### src/rtl/ps2_pkg.sv
// Shared types and constants for the PS/2 Set-2 scan decoder.
// Build option PS2_ASCII_EN adds an ASCII field to events and the lookup function.
package ps2_pkg;

    typedef enum logic [2:0] {
        IDLE    = 3'd0,
        EXT     = 3'd1,
        BRK     = 3'd2,
        EXT_BRK = 3'd3,
        PAUSE   = 3'd4
    } ps2_state_e;

    localparam logic [7:0] PS2_EXT    = 8'hE0;
    localparam logic [7:0] PS2_BRK    = 8'hF0;
    localparam logic [7:0] PS2_PAUSE  = 8'hE1;
    localparam logic [7:0] PS2_LSHIFT = 8'h12;
    localparam logic [7:0] PS2_RSHIFT = 8'h59;

    typedef struct packed {
`ifdef PS2_ASCII_EN
        logic [7:0] ascii;
`endif
        logic [7:0] code;
        logic       ext;
        logic       brk;
    } ps2_evt_t;

    // Keyboard-to-host controller responses, never key data.
    function automatic logic is_response(input logic [7:0] code);
        return (code == 8'hFA) || (code == 8'hAA) || (code == 8'hEE) ||
               (code == 8'hFE) || (code == 8'h00) || (code == 8'hFF);
    endfunction

`ifdef PS2_ASCII_EN
    function automatic logic [7:0] ps2_ascii(input logic [7:0] code, input logic shifted);
        logic [7:0] letter;
        logic [7:0] other;
        letter = 8'h00;
        other  = 8'h00;
        case (code)
            8'h1C: letter = 8'h61; 8'h32: letter = 8'h62; 8'h21: letter = 8'h63;
            8'h23: letter = 8'h64; 8'h24: letter = 8'h65; 8'h2B: letter = 8'h66;
            8'h34: letter = 8'h67; 8'h33: letter = 8'h68; 8'h43: letter = 8'h69;
            8'h3B: letter = 8'h6A; 8'h42: letter = 8'h6B; 8'h4B: letter = 8'h6C;
            8'h3A: letter = 8'h6D; 8'h31: letter = 8'h6E; 8'h44: letter = 8'h6F;
            8'h4D: letter = 8'h70; 8'h15: letter = 8'h71; 8'h2D: letter = 8'h72;
            8'h1B: letter = 8'h73; 8'h2C: letter = 8'h74; 8'h3C: letter = 8'h75;
            8'h2A: letter = 8'h76; 8'h1D: letter = 8'h77; 8'h22: letter = 8'h78;
            8'h35: letter = 8'h79; 8'h1A: letter = 8'h7A;
            default: letter = 8'h00;
        endcase
        case (code)
            8'h16: other = shifted ? 8'h00 : 8'h31;
            8'h1E: other = shifted ? 8'h00 : 8'h32;
            8'h26: other = shifted ? 8'h00 : 8'h33;
            8'h25: other = shifted ? 8'h00 : 8'h34;
            8'h2E: other = shifted ? 8'h00 : 8'h35;
            8'h36: other = shifted ? 8'h00 : 8'h36;
            8'h3D: other = shifted ? 8'h00 : 8'h37;
            8'h3E: other = shifted ? 8'h00 : 8'h38;
            8'h46: other = shifted ? 8'h00 : 8'h39;
            8'h45: other = shifted ? 8'h00 : 8'h30;
            8'h29: other = 8'h20;
            8'h5A: other = 8'h0D;
            8'h66: other = 8'h08;
            default: other = 8'h00;
        endcase
        if (letter != 8'h00) begin
            return shifted ? (letter - 8'h20) : letter;
        end
        return other;
    endfunction
`endif

endpackage

### src/rtl/ps2_scan_decoder_if.sv
// Byte-stream input and key-event valid/ready output of the scan decoder.
// master = decoder side, slave = byte source plus event consumer.
interface ps2_scan_decoder_if;
    logic [7:0] ps2_code;
    logic       ps2_code_new;
    logic       key_ready;
    logic       key_valid;
    logic [7:0] key_code;
    logic       key_ext;
    logic       key_break;
    logic [7:0] key_ascii;
    logic       overflow;

    modport master (
        input  ps2_code, ps2_code_new, key_ready,
        output key_valid, key_code, key_ext, key_break, key_ascii, overflow
    );

    modport slave (
        output ps2_code, ps2_code_new, key_ready,
        input  key_valid, key_code, key_ext, key_break, key_ascii, overflow
    );
endinterface

### src/rtl/ps2_event_fifo.sv
// Generic first-word fall-through FIFO with full/empty flags.
// Latency: a write is visible on dout after the writing edge.
// Backpressure: writes while full are ignored unless a read happens in the same cycle.
module ps2_event_fifo #(
    parameter int WIDTH = 10,
    parameter int DEPTH = 4
) (
    input  logic             clk,
    input  logic             reset_n,
    input  logic             push,
    input  logic [WIDTH-1:0] din,
    input  logic             pop,
    output logic [WIDTH-1:0] dout,
    output logic             full,
    output logic             empty
);
    localparam int AW = $clog2(DEPTH);

    logic [WIDTH-1:0] mem [DEPTH];
    logic [AW:0]      wr_ptr;
    logic [AW:0]      rd_ptr;
    logic             do_wr;
    logic             do_rd;

    // Extra pointer bit distinguishes full from empty when the indices match.
    assign empty = (wr_ptr == rd_ptr);
    assign full  = (wr_ptr[AW] != rd_ptr[AW]) && (wr_ptr[AW-1:0] == rd_ptr[AW-1:0]);
    assign do_rd = pop && !empty;
    assign do_wr = push && (!full || do_rd);
    assign dout  = mem[rd_ptr[AW-1:0]];

    always_ff @(posedge clk or negedge reset_n) begin
        if (!reset_n) begin
            wr_ptr <= '0;
            rd_ptr <= '0;
            for (int i = 0; i < DEPTH; i++) begin
                mem[i] <= '0;
            end
        end else begin
            if (do_wr) begin
                mem[wr_ptr[AW-1:0]] <= din;
                wr_ptr              <= wr_ptr + 1'b1;
            end
            if (do_rd) begin
                rd_ptr <= rd_ptr + 1'b1;
            end
        end
    end
endmodule

### src/rtl/ps2_scan_decoder.sv
// Folds Set-2 E0/F0/E1 prefix sequences into key events; PS2_ASCII_EN adds shift tracking and ASCII.
// Latency: event visible on key_valid one edge after its final byte when the FIFO is empty.
// Backpressure: key_ready pops the FIFO head; events arriving while full are dropped and flag overflow.
module ps2_scan_decoder
    import ps2_pkg::*;
#(
    parameter int FIFO_DEPTH     = 4,
    parameter int TIMEOUT_CYCLES = 1_000_000
) (
    input  logic                clk,
    input  logic                reset_n,
    ps2_scan_decoder_if.master  bus
);
    localparam int TW = $clog2(TIMEOUT_CYCLES + 1);
    localparam int EW = $bits(ps2_evt_t);

    ps2_state_e    state_q, state_d;
    logic [2:0]    pause_q, pause_d;
    logic [TW-1:0] tmo_cnt;
    logic          new_q;
    logic          byte_vld;
    logic [7:0]    byte_dat;
    logic          tmo_hit;
    logic          push;
    ps2_evt_t      evt;
    ps2_evt_t      head;
    logic [EW-1:0] fifo_dout;
    logic          fifo_full;
    logic          fifo_empty;
    logic          pop;
    logic          ovf_q;

    assign byte_vld = bus.ps2_code_new && !new_q;
    assign byte_dat = bus.ps2_code;
    assign tmo_hit  = (tmo_cnt == TW'(TIMEOUT_CYCLES));

`ifdef PS2_ASCII_EN
    logic lshift_q;
    logic rshift_q;

    always_ff @(posedge clk or negedge reset_n) begin
        if (!reset_n) begin
            lshift_q <= 1'b0;
            rshift_q <= 1'b0;
        end else if (push && !evt.ext) begin
            if (evt.code == PS2_LSHIFT) lshift_q <= !evt.brk;
            if (evt.code == PS2_RSHIFT) rshift_q <= !evt.brk;
        end
    end
`endif

    always_comb begin
        state_d  = state_q;
        pause_d  = pause_q;
        push     = 1'b0;
        evt      = '0;
        evt.code = byte_dat;
        if (byte_vld) begin
            case (state_q)
                IDLE: begin
                    if (byte_dat == PS2_EXT) begin
                        state_d = EXT;
                    end else if (byte_dat == PS2_BRK) begin
                        state_d = BRK;
                    end else if (byte_dat == PS2_PAUSE) begin
                        state_d = PAUSE;
                        pause_d = 3'd7;
                    end else if (!is_response(byte_dat)) begin
                        push = 1'b1;
                    end
                end
                EXT: begin
                    if (byte_dat == PS2_BRK) begin
                        state_d = EXT_BRK;
                    end else begin
                        state_d = IDLE;
                        push    = (byte_dat != PS2_LSHIFT);
                        evt.ext = 1'b1;
                    end
                end
                BRK: begin
                    state_d = IDLE;
                    push    = 1'b1;
                    evt.brk = 1'b1;
                end
                EXT_BRK: begin
                    state_d = IDLE;
                    push    = (byte_dat != PS2_LSHIFT);
                    evt.ext = 1'b1;
                    evt.brk = 1'b1;
                end
                PAUSE: begin
                    pause_d = pause_q - 3'd1;
                    if (pause_q == 3'd1) begin
                        state_d  = IDLE;
                        push     = 1'b1;
                        evt.code = PS2_PAUSE;
                    end
                end
                default: state_d = IDLE;
            endcase
        end else if (state_q != IDLE && tmo_hit) begin
            state_d = IDLE;
        end
`ifdef PS2_ASCII_EN
        evt.ascii = (evt.ext || evt.brk) ? 8'h00 : ps2_ascii(evt.code, lshift_q || rshift_q);
`endif
    end

    always_ff @(posedge clk or negedge reset_n) begin
        if (!reset_n) begin
            state_q <= IDLE;
            pause_q <= 3'd0;
            new_q   <= 1'b0;
            tmo_cnt <= '0;
        end else begin
            state_q <= state_d;
            pause_q <= pause_d;
            new_q   <= bus.ps2_code_new;
            // Counts silent cycles inside a prefix; any accepted byte restarts it.
            if (state_q == IDLE || byte_vld) begin
                tmo_cnt <= '0;
            end else begin
                tmo_cnt <= tmo_cnt + TW'(1);
            end
        end
    end

    assign pop = bus.key_valid && bus.key_ready;

    ps2_event_fifo #(
        .WIDTH (EW),
        .DEPTH (FIFO_DEPTH)
    ) u_fifo (
        .clk     (clk),
        .reset_n (reset_n),
        .push    (push),
        .din     (evt),
        .pop     (pop),
        .dout    (fifo_dout),
        .full    (fifo_full),
        .empty   (fifo_empty)
    );

    always_ff @(posedge clk or negedge reset_n) begin
        if (!reset_n) begin
            ovf_q <= 1'b0;
        end else if (push && fifo_full && !pop) begin
            ovf_q <= 1'b1;
        end
    end

    assign head          = ps2_evt_t'(fifo_dout);
    assign bus.key_valid = !fifo_empty;
    assign bus.key_code  = head.code;
    assign bus.key_ext   = head.ext;
    assign bus.key_break = head.brk;
    assign bus.overflow  = ovf_q;
`ifdef PS2_ASCII_EN
    assign bus.key_ascii = head.ascii;
`else
    assign bus.key_ascii = 8'h00;
`endif
endmodule

### src/flat_wrapper.sv
// flat-port wrapper written by rule: the top's interface ports become plain ports
module ps2_scan_decoder_flat import ps2_pkg::*;
#(
    parameter int FIFO_DEPTH     = 4,
    parameter int TIMEOUT_CYCLES = 1_000_000
)
  (clk, reset_n, bus_ps2_code, bus_ps2_code_new, bus_key_ready, bus_key_valid, bus_key_code, bus_key_ext, bus_key_break, bus_key_ascii, bus_overflow);
  ps2_scan_decoder_if bus_i ();
  input  logic clk;
  input  logic reset_n;
  input wire logic [$bits(bus_i.ps2_code)-1:0] bus_ps2_code;
  input wire logic [$bits(bus_i.ps2_code_new)-1:0] bus_ps2_code_new;
  input wire logic [$bits(bus_i.key_ready)-1:0] bus_key_ready;
  output wire logic [$bits(bus_i.key_valid)-1:0] bus_key_valid;
  output wire logic [$bits(bus_i.key_code)-1:0] bus_key_code;
  output wire logic [$bits(bus_i.key_ext)-1:0] bus_key_ext;
  output wire logic [$bits(bus_i.key_break)-1:0] bus_key_break;
  output wire logic [$bits(bus_i.key_ascii)-1:0] bus_key_ascii;
  output wire logic [$bits(bus_i.overflow)-1:0] bus_overflow;
  assign bus_i.ps2_code = bus_ps2_code;
  assign bus_i.ps2_code_new = bus_ps2_code_new;
  assign bus_i.key_ready = bus_key_ready;
  assign bus_key_valid = bus_i.key_valid;
  assign bus_key_code = bus_i.key_code;
  assign bus_key_ext = bus_i.key_ext;
  assign bus_key_break = bus_i.key_break;
  assign bus_key_ascii = bus_i.key_ascii;
  assign bus_overflow = bus_i.overflow;
  ps2_scan_decoder #(.FIFO_DEPTH(FIFO_DEPTH), .TIMEOUT_CYCLES(TIMEOUT_CYCLES)) u_core (.clk(clk), .reset_n(reset_n), .bus(bus_i));
endmodule
### config.mk
export PLATFORM = sky130hd
export DESIGN_NAME = ps2_scan_decoder_flat
export DESIGN_NICKNAME = d
export VERILOG_FILES = /design/src/rtl/ps2_pkg.sv /design/src/rtl/ps2_scan_decoder_if.sv /design/src/rtl/ps2_event_fifo.sv /design/src/rtl/ps2_scan_decoder.sv /design/src/flat_wrapper.sv
export SDC_FILE = /design/constraint.sdc
export NUM_CORES = 1
export LEC_CHECK = 0
export BUFFER_PORTS_ARGS = -buffer_cell sky130_fd_sc_hd__buf_2
export CELL_PAD_IN_SITES_DETAIL_PLACEMENT = 1
export CELL_PAD_IN_SITES_GLOBAL_PLACEMENT = 2
export CORE_MARGIN = 1
export CORE_UTILIZATION = 44
export CTS_BUF_LIST = sky130_fd_sc_hd__clkbuf_16
export CTS_CLUSTER_DIAMETER = 150
export CTS_CLUSTER_SIZE = 8
export DETAILED_ROUTE_END_ITERATION = 8
export HOLD_SLACK_MARGIN = 0.08
export PLACE_DENSITY_LB_ADDON = 0.25
export SLEW_MARGIN = 20
export SYNTH_ARGS = -nofsm -noshare
export SYNTH_HDL_FRONTEND = slang
export SYNTH_SLANG_ARGS = --single-unit
### constraint.sdc
create_clock -name clk -period 4.4 [get_ports clk]
set_input_delay 0.88 -clock clk [delete_from_list [all_inputs] [get_ports clk]]
set_output_delay 0.88 -clock clk [all_outputs]
set_load 0.02 [all_outputs]
# After elaboration in Yosys (flattened, before gate mapping)

Index checks and enable logic that the tools add are counted.

Bitwise gates (word level): 2
Muxes and demuxes: 33
Add/sub/neg operators: 4
Equal/unequal tests: 23
$lt $le $gt $ge: 3
Reductions and logical operators: 28

Operators by type and width:

| kind                                                            | count |
|---|---|
| 8-bit == test, second input constant                            | 8 |
| 40-bit bitwise mux                                              | 1 |
| 10-bit 2-to-1 mux                                               | 4 |
| 3-bit 2-to-1 mux                                                | 9 |
| 20-bit by 1-bit adder with 20-bit output, second input constant | 1 |
| 10-bit binary-select mux with 2-bit select                      | 1 |
| 10-bit demux with 2-bit select                                  | 1 |
| 20-bit == test, second input constant                           | 1 |
| 20-bit 2-to-1 mux                                               | 1 |
| 8-bit 2-to-1 mux                                                | 2 |
| 1-bit logical AND                                               | 9 |
| 1-bit 2-to-1 mux                                                | 9 |
| 3-bit one-hot mux with 3 select lines                           | 1 |
| 8-bit zero test                                                 | 1 |
| 8-bit by 5-bit != test with 1-bit output, second input constant | 1 |
| 1-bit logical OR                                                | 7 |
| 3-bit by 1-bit adder with 3-bit output, second input constant   | 2 |
| 3-bit by 1-bit == test with 1-bit output, second input constant | 2 |
| 3-bit by 2-bit == test with 1-bit output, second input constant | 2 |
| 3-bit greater-or-equal comparator, second input constant        | 2 |
| 2-bit NOT with 3-bit output                                     | 2 |
| 3-bit one-hot mux with 2 select lines                           | 1 |
| 5-bit != test, second input constant                            | 1 |
| 1-bit one-hot mux with 5 select lines                           | 1 |
| 18 further kinds                                                | 23 |

Word-level logic and storage cells: 104
Input port bits: 12
Output and inout port bits: 20
Register bits: 74

# Depth between registers and ports, before layout

Gate-level depths: netlist (run 1).

Depth in word-level cells: 14
Gate-level depth with buffers: 9
Gate-level depth less buffers: 8

# Modules after synthesis

Synthesis (run 1) repeated with hierarchy kept, for this count alone.

Cells, all modules: 337
Area, all modules: 4030.1 um^2

Modules (own cells, without submodules):

| module           | instances | area each (um^2) | cells an instance |
|---|---|---|---|
| ps2_event_fifo   | 1         | 2270.9           | 142 |
| ps2_scan_decoder | 1         | 1759.2           | 195 |

# Worst setup path after synthesis (run 1)

No wires, ideal clock.

Kind: input -> register
From: input bus_ps2_code[0]
To: register u_core.u_fifo.mem[1] (netlist bit)
Setup time: 125 ps
Setup slack: 1844 ps
Arrival time: 2431 ps
Path buffers: 2
Stages on the path: 7
Data required time: 4275 ps
Path through: buf_2 or4_1 a31o_1 a31oi_4 nor3b_1 buf_6 mux2_4

Longest elaborated chain between the ends: 13
Elaborated cells on any way between the ends: 27
Those cells by class: eq/ne (9); mux (11); reduce/logical (7)

RTL lines:

| item                                  | line                   | RTL |
|---|---|---|
| from (decl)                           | flat_wrapper.sv:11     | `input wire logic [$bits(bus_i.ps2_code)-1:0] bus_ps2_code;` |
| 8-bit == test                         | ps2_pkg.sv:30          | `return (code == 8'hFA) \|\| (code == 8'hAA) \|\| (code == 8'hEE) \|\|` |
| 1-bit logical OR (3 in series)        | ps2_pkg.sv:30          |  |
| 1-bit logical OR (2 in series)        | ps2_pkg.sv:31          | `(code == 8'hFE) \|\| (code == 8'h00) \|\| (code == 8'hFF);` |
| 1-bit 2-to-1 mux                      | ps2_scan_decoder.sv:68 | `end else if (!is_response(byte_dat)) begin` |
| 1-bit 2-to-1 mux                      | ps2_scan_decoder.sv:65 | `end else if (byte_dat == PS2_PAUSE) begin` |
| 1-bit 2-to-1 mux                      | ps2_scan_decoder.sv:63 | `end else if (byte_dat == PS2_BRK) begin` |
| 1-bit 2-to-1 mux                      | ps2_scan_decoder.sv:61 | `if (byte_dat == PS2_EXT) begin` |
| 1-bit one-hot mux with 5 select lines | ps2_scan_decoder.sv:59 | `case (state_q)` |
| 1-bit 2-to-1 mux                      | ps2_scan_decoder.sv:58 | `if (byte_vld) begin` |
| 1-bit logical AND                     | ps2_event_fifo.sv:29   | `assign do_wr = push && (!full \|\| do_rd);` |
| to (signal, indexed assignment)       | ps2_event_fifo.sv:41   | `mem[wr_ptr[AW-1:0]] <= din;` |
| to (decl)                             | ps2_event_fifo.sv:19   | `logic [WIDTH-1:0] mem [DEPTH];` |

Several ways; a longest one is shown, not always the timed one.
A chain may end at the register's enable or synchronous reset.

# Worst setup path after layout (run 1)

From: register u_core.u_fifo.rd_ptr[0]
To: output bus_key_code[6]

Longest elaborated chain between the ends: 4

RTL lines:

| item                                                  | line                 | RTL |
|---|---|---|
| from (decl)                                           | ps2_event_fifo.sv:21 | `logic [AW:0] rd_ptr;` |
| from (signal assigned)                                | ps2_event_fifo.sv:45 | `rd_ptr <= rd_ptr + 1'b1;` |
| 2-bit NOT with 3-bit output (not written as such)     | ps2_event_fifo.sv:30 | `assign dout = mem[rd_ptr[AW-1:0]];` |
| 10-bit binary-select mux with 2-bit select            | ps2_event_fifo.sv:30 |  |
| 10-bit 2-to-1 mux (not written as such) (2 in series) | ps2_event_fifo.sv:30 |  |
| to (decl)                                             | flat_wrapper.sv:15   | `output wire logic [$bits(bus_i.key_code)-1:0] bus_key_code;` |

No other way between the ends. The select of a mux whose other input is x is not followed.

==> impl_metrics.json, run 1 <==
{
  "cts_tree": "done",
  "cts_hold_buf": 0,
  "synth_compound_area_share_pct": 4.099,
  "synthAdderAreaFrac_pct": 2.860,
  "ios": 32,
  "syn_area_per_cell_um2": 12.34,
  "crit_path_end_kind": "output port",
  "fin_util_pct": 51.05,
  "clk_pin_slew_worst_paths_ps": 60,
  "drc": 0,
  "ys_types": 44,
  "yosys.area_share.simple_pct": 14.33,
  "grt_max_degree": 75,
  "portBuffers": 23,
  "cts.path.max_buffers": 2,
  "maxClockFrequency_mhz": 346.3,
  "yosys_warnings": 0,
  "nFillCells": 927,
  "cp_data_required_time_ps": 3520,
  "cp_slowest_cell": "dfrtp_1",
  "synthFlopType": "dfrtp_1",
  "avgViaCountPerCell": 5.352,
  "synthArstFlopShare_pct": 100.0,
  "irDropWorstVdd_uv": 210.7,
  "insertion_delay_ps": 330,
  "nNetsFinal": 367,
  "fin_crit_sh_pct": 65.62,
  "dieArea_mm2": 0.009332,
  "setup_viol": 0,
  "synth_most_common_cell": "dfrtp_1",
  "dp_hpwl_mm": 5.673,
  "drtIter0Drc": 96,
  "die_h_um": 96.60,
  "post-cts-setup-buffers": 0,
  "start_util_pct": 45.37,
  "min_path_cells": 2,
  "wl_per_cell_um": 17.81,
  "crit_start": "u_core.u_fifo.rd_ptr[0]$_DFFE_PN0P_",
  "cts_buffers": 9,
  "worstPathArrival_ps": 2010,
  "worst_setup_path_start_kind": "flip-flop",
  "grt_pass1_vias": 2534,
  "dp.cells": 443,
  "maxSlewHeadroom_pct": 38.14,
  "max-cap-violations": 0,
  "drtAntennaViolNets": 0,
  "cp_cell_sequence": "mux4_2, buf_2",
  "synth_edf_count": 0,
  "cts_resized": 0,
  "synth_area_leader_cell": "dfrtp_1",
  "grt_first_pass_wirelength_mm": 13.68,
  "ys_ff_latch": 74,
  "critPathKind": "flip-flop to output port",
  "cpPeakStageDelay_ps": 880,
  "core_area_mm2": 0.008678,
  "routed-via-count": 2451,
  "instances_no_fill": 458,
  "min_period_ps": 2887,
  "synthTopCellsByCount": "74 x dfrtp_1, 39 x mux2_4, 31 x nor2_1, 14 x nand2_1, 14 x nand3_1",
  "crit_end": "bus_key_code[6]",
  "fin_setup_tns_ps": 0,
  "fp.dieW_um": 96.60,
  "yosysSeqAreaShare_pct": 47.03,
  "powerDensity_mw_per_mm2": 623.5,
  "rsz0062_at_grt": "no",
  "drive_gt1_share_pct": 30.00,
  "drt-total-wl_mm": 8.156,
  "synth_mux_area_share_pct": 22.02,
  "postSynthCellCount": 319,
  "power.leakage_nw": 1.945,
  "rr_worst_depth": 5,
  "worstPathMaxFanout": 13,
  "hold_viol": 0,
  "synth_top_family_by_area": "multiplexers",
  "clock_skew_ps": 5.818,
  "grt_use_total_pct": 18.83,
  "status": "completed",
  "cts_root_buffer": "clkbuf_16",
  "diodes": 0,
  "finalWeightedCongestion": 0.7330,
  "hold_path_class": "flip-flop to flip-flop",
  "drt_first_pass_iters": 4,
  "netlist_area_mm2": 0.003938,
  "synthTopCellsByArea": "dfrtp_1 47%, mux2_4 15%, mux4_2 5.7%",
  "synthXorXnorAreaFrac_pct": 5.338,
  "clock-sinks": 74,
  "htreeDepth": 3,
  "worstReg2RegEnd": "u_core.state_q[2]$_DFFE_PN0P_",
  "rr_startpoint": "u_core.state_q[1]$_DFFE_PN0P_",
  "slew_viol_final": 0,
  "syn2layout_area_growth_pct": 12.52,
  "antenna_found_initial": 0,
  "grt.overflow.total": 0,
  "tightest_slew_ps": 928.0,
  "synth_top_area_share_pct": 47.03,
  "row_count": 34,
  "ff2ff_setup_slack_ps": 2060
}
## layout by cell type, fill, tap and decap left out, drive strengths merged, types with 7 or more instances in the layout
cell type / Yosys / final
a21oi: 7 / 7
buf: 14 / 27
clkbuf: 4 / 9
conb: 1 / 8
dfrtp: 74 / 74
ha: 9 / 9
inv: 10 / 11
mux2: 44 / 44
mux4: 10 / 10
nand2: 14 / 14
nand2b: 7 / 7
nand3: 14 / 14
nor2: 31 / 31
xnor2: 11 / 11
xor2: 13 / 13
## power breakdown
group,internal [mW],total [mW],switching [mW]
registers,0.885,1.09,0.206
logic,0.539,0.943,0.405
clock network,0.438,0.728,0.291
## registers in the layout, indices dropped and copies added (netlist names)
signal,flops
u_core.u_fifo.mem,40
u_core.tmo_cnt,20
u_core.pause_q,3
u_core.state_q,3
u_core.u_fifo.rd_ptr,3
u_core.u_fifo.wr_ptr,3
u_core.bus.overflow,1
u_core.new_q,1
## area by class of cell
cell class / instances / area, µm² / area share (%)
Clock buffer: 9 / 225.2 / 5.083
Clock inverter: 6 / 67.56 / 1.525
Inverter: 10 / 37.54 / 0.8472
Multi-Input combinational cell: 224 / 1966 / 44.37
Sequential cell: 74 / 1852 / 41.80
Timing Repair Buffer: 27 / 147.6 / 3.332
Tap cell: 108 / 135.1 / 3.050
## per-layer routing
metal / vias up / track usage [%] / share of wire (%)
li1: 1170 / - / -
met1: 1242 / 26.40 / 49
met2: 30 / 29.20 / 48
met3: 9 / 3.974 / 2.6
met4: 0 / 6.200 / 1.3
met5: - / 0 / 0
## metrics by stage
stage / cell area (µm²) / setup WS [ps] / total power, mW / hold WS, ps
after floorplan: 3964 / 1844 / 1.808 / 461.7
after global placement: 4138 / 1587 / 2.018 / 473.0
after detailed placement: 4138 / 1550 / 2.058 / 466.9
after CTS: 4431 / 1449 / 2.808 / 490.7
after global routing: 4431 / 1384 / 2.931 / 509.6
final: 4431 / 1513 / 2.762 / 478.8
## worst min path at each step
stage                                        startpoint                             endpoint
global placement        u_core.bus.overflow$_DFFE_PN0P_      u_core.bus.overflow$_DFFE_PN0P_
CTS                     u_core.bus.overflow$_DFFE_PN0P_      u_core.bus.overflow$_DFFE_PN0P_
finish                  u_core.bus.overflow$_DFFE_PN0P_      u_core.bus.overflow$_DFFE_PN0P_
global route            u_core.bus.overflow$_DFFE_PN0P_      u_core.bus.overflow$_DFFE_PN0P_
floorplan           u_core.u_fifo.wr_ptr[2]$_DFFE_PN0P_  u_core.u_fifo.wr_ptr[2]$_DFFE_PN0P_
detailed placement      u_core.bus.overflow$_DFFE_PN0P_      u_core.bus.overflow$_DFFE_PN0P_
## cell families (layout without fill, tap and decap cells)
group,Yosys count,count (layout)
AND/OR/NAND/NOR,107,107
XOR/XNOR,24,24
adder cells (fa/ha/maj),9,9
AO/OA/AOI/OAI,22,22
flip-flops,74,74
multiplexers,54,54
buffers and inverters,28,52
other,1,8
## worst max-delay path: cells and delay by family (launching register included)
family,cells,cell delay [ps]
muxes,1,620
DFF,1,880
buffers and inverters,1,180
Power figures use the tool's default switching activity.
==> run 2: changes to the inputs <==
Settings changed: CORE_UTILIZATION 44 to 41.
Clock period 4.4 ns to 3 ns, I/O delays scaled along.
==> impl_metrics.json, run 2 (same netlist as run 1, synthesis figures left out) <==
{
  "clk_pin_slew_worst_paths_ps": 60,
  "drt-total-wl_mm": 8.350,
  "rr_startpoint": "u_core.tmo_cnt[7]$_DFF_PN0_",
  "htreeDepth": 3,
  "power.leakage_nw": 2.015,
  "clock-sinks": 74,
  "core_area_mm2": 0.009284,
  "cts_root_buffer": "clkbuf_16",
  "routed-via-count": 2439,
  "fin_util_pct": 49.26,
  "nNetsFinal": 374,
  "top_regs": "u_core.u_fifo.mem x40, u_core.tmo_cnt x20",
  "grt_max_degree": 75,
  "insertion_delay_ps": 330,
  "grt_use_total_pct": 18.54,
  "post-cts-setup-buffers": 0,
  "hold_ws_ps": 410.8,
  "syn2layout_area_growth_pct": 16.14,
  "worst_setup_path_start_kind": "flip-flop",
  "drtAntennaViolNets": 0,
  "drt_first_pass_iters": 4,
  "dp.cells": 471,
  "diodes": 0,
  "regMostFlops": "u_core.u_fifo.mem",
  "ios": 32,
  "antenna_found_initial": 0,
  "place_area_mm2": 0.004217,
  "row_count": 35,
  "nFillCells": 983,
  "cts_resized": 0,
  "cts_tree": "done",
  "avgViaCountPerCell": 5.019,
  "drive_gt1_share_pct": 31.09,
  "cp_slowest_cell": "mux4_2",
  "worstPathArrival_ps": 1820,
  "cp_cell_sequence": "buf_4, mux4_2, buf_2",
  "die_h_um": 100,
  "wl_per_cell_um": 17.18,
  "hold_path_class": "input pin to asynchronous set/reset pin",
  "cpPeakStageDelay_ps": 520,
  "cts_buffers": 9,
  "cts_hold_buf": 0,
  "dp_hpwl_mm": 6.016,
  "crit_start": "u_core.u_fifo.rd_ptr[0]$_DFFE_PN0P_",
  "ff2ff_setup_slack_ps": 840,
  "cp_data_required_time_ps": 2400,
  "layout_common_cells": "74 x dfrtp_1, 39 x mux2_4, 31 x nor2_1, 22 x buf_2",
  "status": "completed",
  "maxClockFrequency_mhz": 413.9,
  "irDropWorstVdd_uv": 280.6,
  "cts.path.max_buffers": 2,
  "clock_skew_ps": 8.228,
  "critPathKind": "flip-flop to output port",
  "max-cap-violations": 0,
  "final_common_cell": "dfrtp_1",
  "dieArea_mm2": 0.01000,
  "drtIter0Drc": 51,
  "grt.overflow.total": 0,
  "worstPathMaxFanout": 9,
  "largest_reg_flops": 40,
  "hold_viol": 0,
  "setup_viol": 0,
  "grt_pass1_vias": 2634,
  "slew_viol_final": 0,
  "start_util_pct": 42.41,
  "portBuffers": 23,
  "grt_first_pass_wirelength_mm": 13.91,
  "maxSlewHeadroom_pct": 38.70,
  "drc": 0,
  "crit_path_end_kind": "output port",
  "min_period_ps": 2416,
  "instances_no_fill": 486,
  "fin_setup_tns_ps": 0,
  "design_area_mm2": 0.004573,
  "tightest_slew_ps": 919.5,
  "powerDensity_mw_per_mm2": 943.4,
  "rsz0062_at_grt": "no",
  "finalWeightedCongestion": 0.7232,
  "fin_crit_sh_pct": 80.53,
  "fp.dieW_um": 100
}
[run 2: per-layer routing]
metal	share of wire (%)	global-route usage, %
met5	0	0
met1	45	23.23
met3	2.3	3.760
met4	2.0	6.689
met2	51	31.83
[run 2: per-stage QoR]
stage	total power [mW]	setup slack, ps
2_1_floorplan	2.652	723.8
3_3_place_gp	3.013	483.9
3_5_place_dp	3.059	448.1
4_1_cts	4.385	525.1
5_1_grt	4.565	477.8
6_report	4.314	584.2
[run 2: layout make-up]
cell class                 instances  area (µm²)  area share (%)
clock buffer                       9       225.2           4.925
clock inverter                     6       131.4           2.873
inverter                          10       37.54          0.8208
multi-input combinational        224        1966           42.98
sequential                        74        1852           40.49
tap                              129       161.4           3.529
timing repair buffer              34       200.2           4.378
[run 2: worst max-delay path: cells and delay by family (launching register included)]
kind / cells / cell delay (ps)
mux: 1 / 520
flops: 1 / 500
buf+inv: 2 / 460
[run 2: path summary, 6_finish.rpt]
check | to | cells past startpoint
worst max-delay path | bus_key_ext | 3
worst min-delay path | u_core.u_fifo.mem[21]$_DFFE_PN0P_ | 1
worst max register to register | u_core.state_q[2]$_DFFE_PN0P_ | 6
worst min register to register | u_core.u_fifo.wr_ptr[2]$_DFFE_PN0P_ | 1
max in group asynchronous | u_core.state_q[0]$_DFFE_PN0P_ | 1
min in group clk | u_core.new_q$_DFF_PN0_ | 1
[run 2: report_power, final]
group	switching [mW]	internal [mW]	total, mW	leakage, nW
logic	0.676	0.820	1.50	0.899
clock network	0.396	0.888	1.28	0.173
registers	0.234	1.30	1.53	0.943
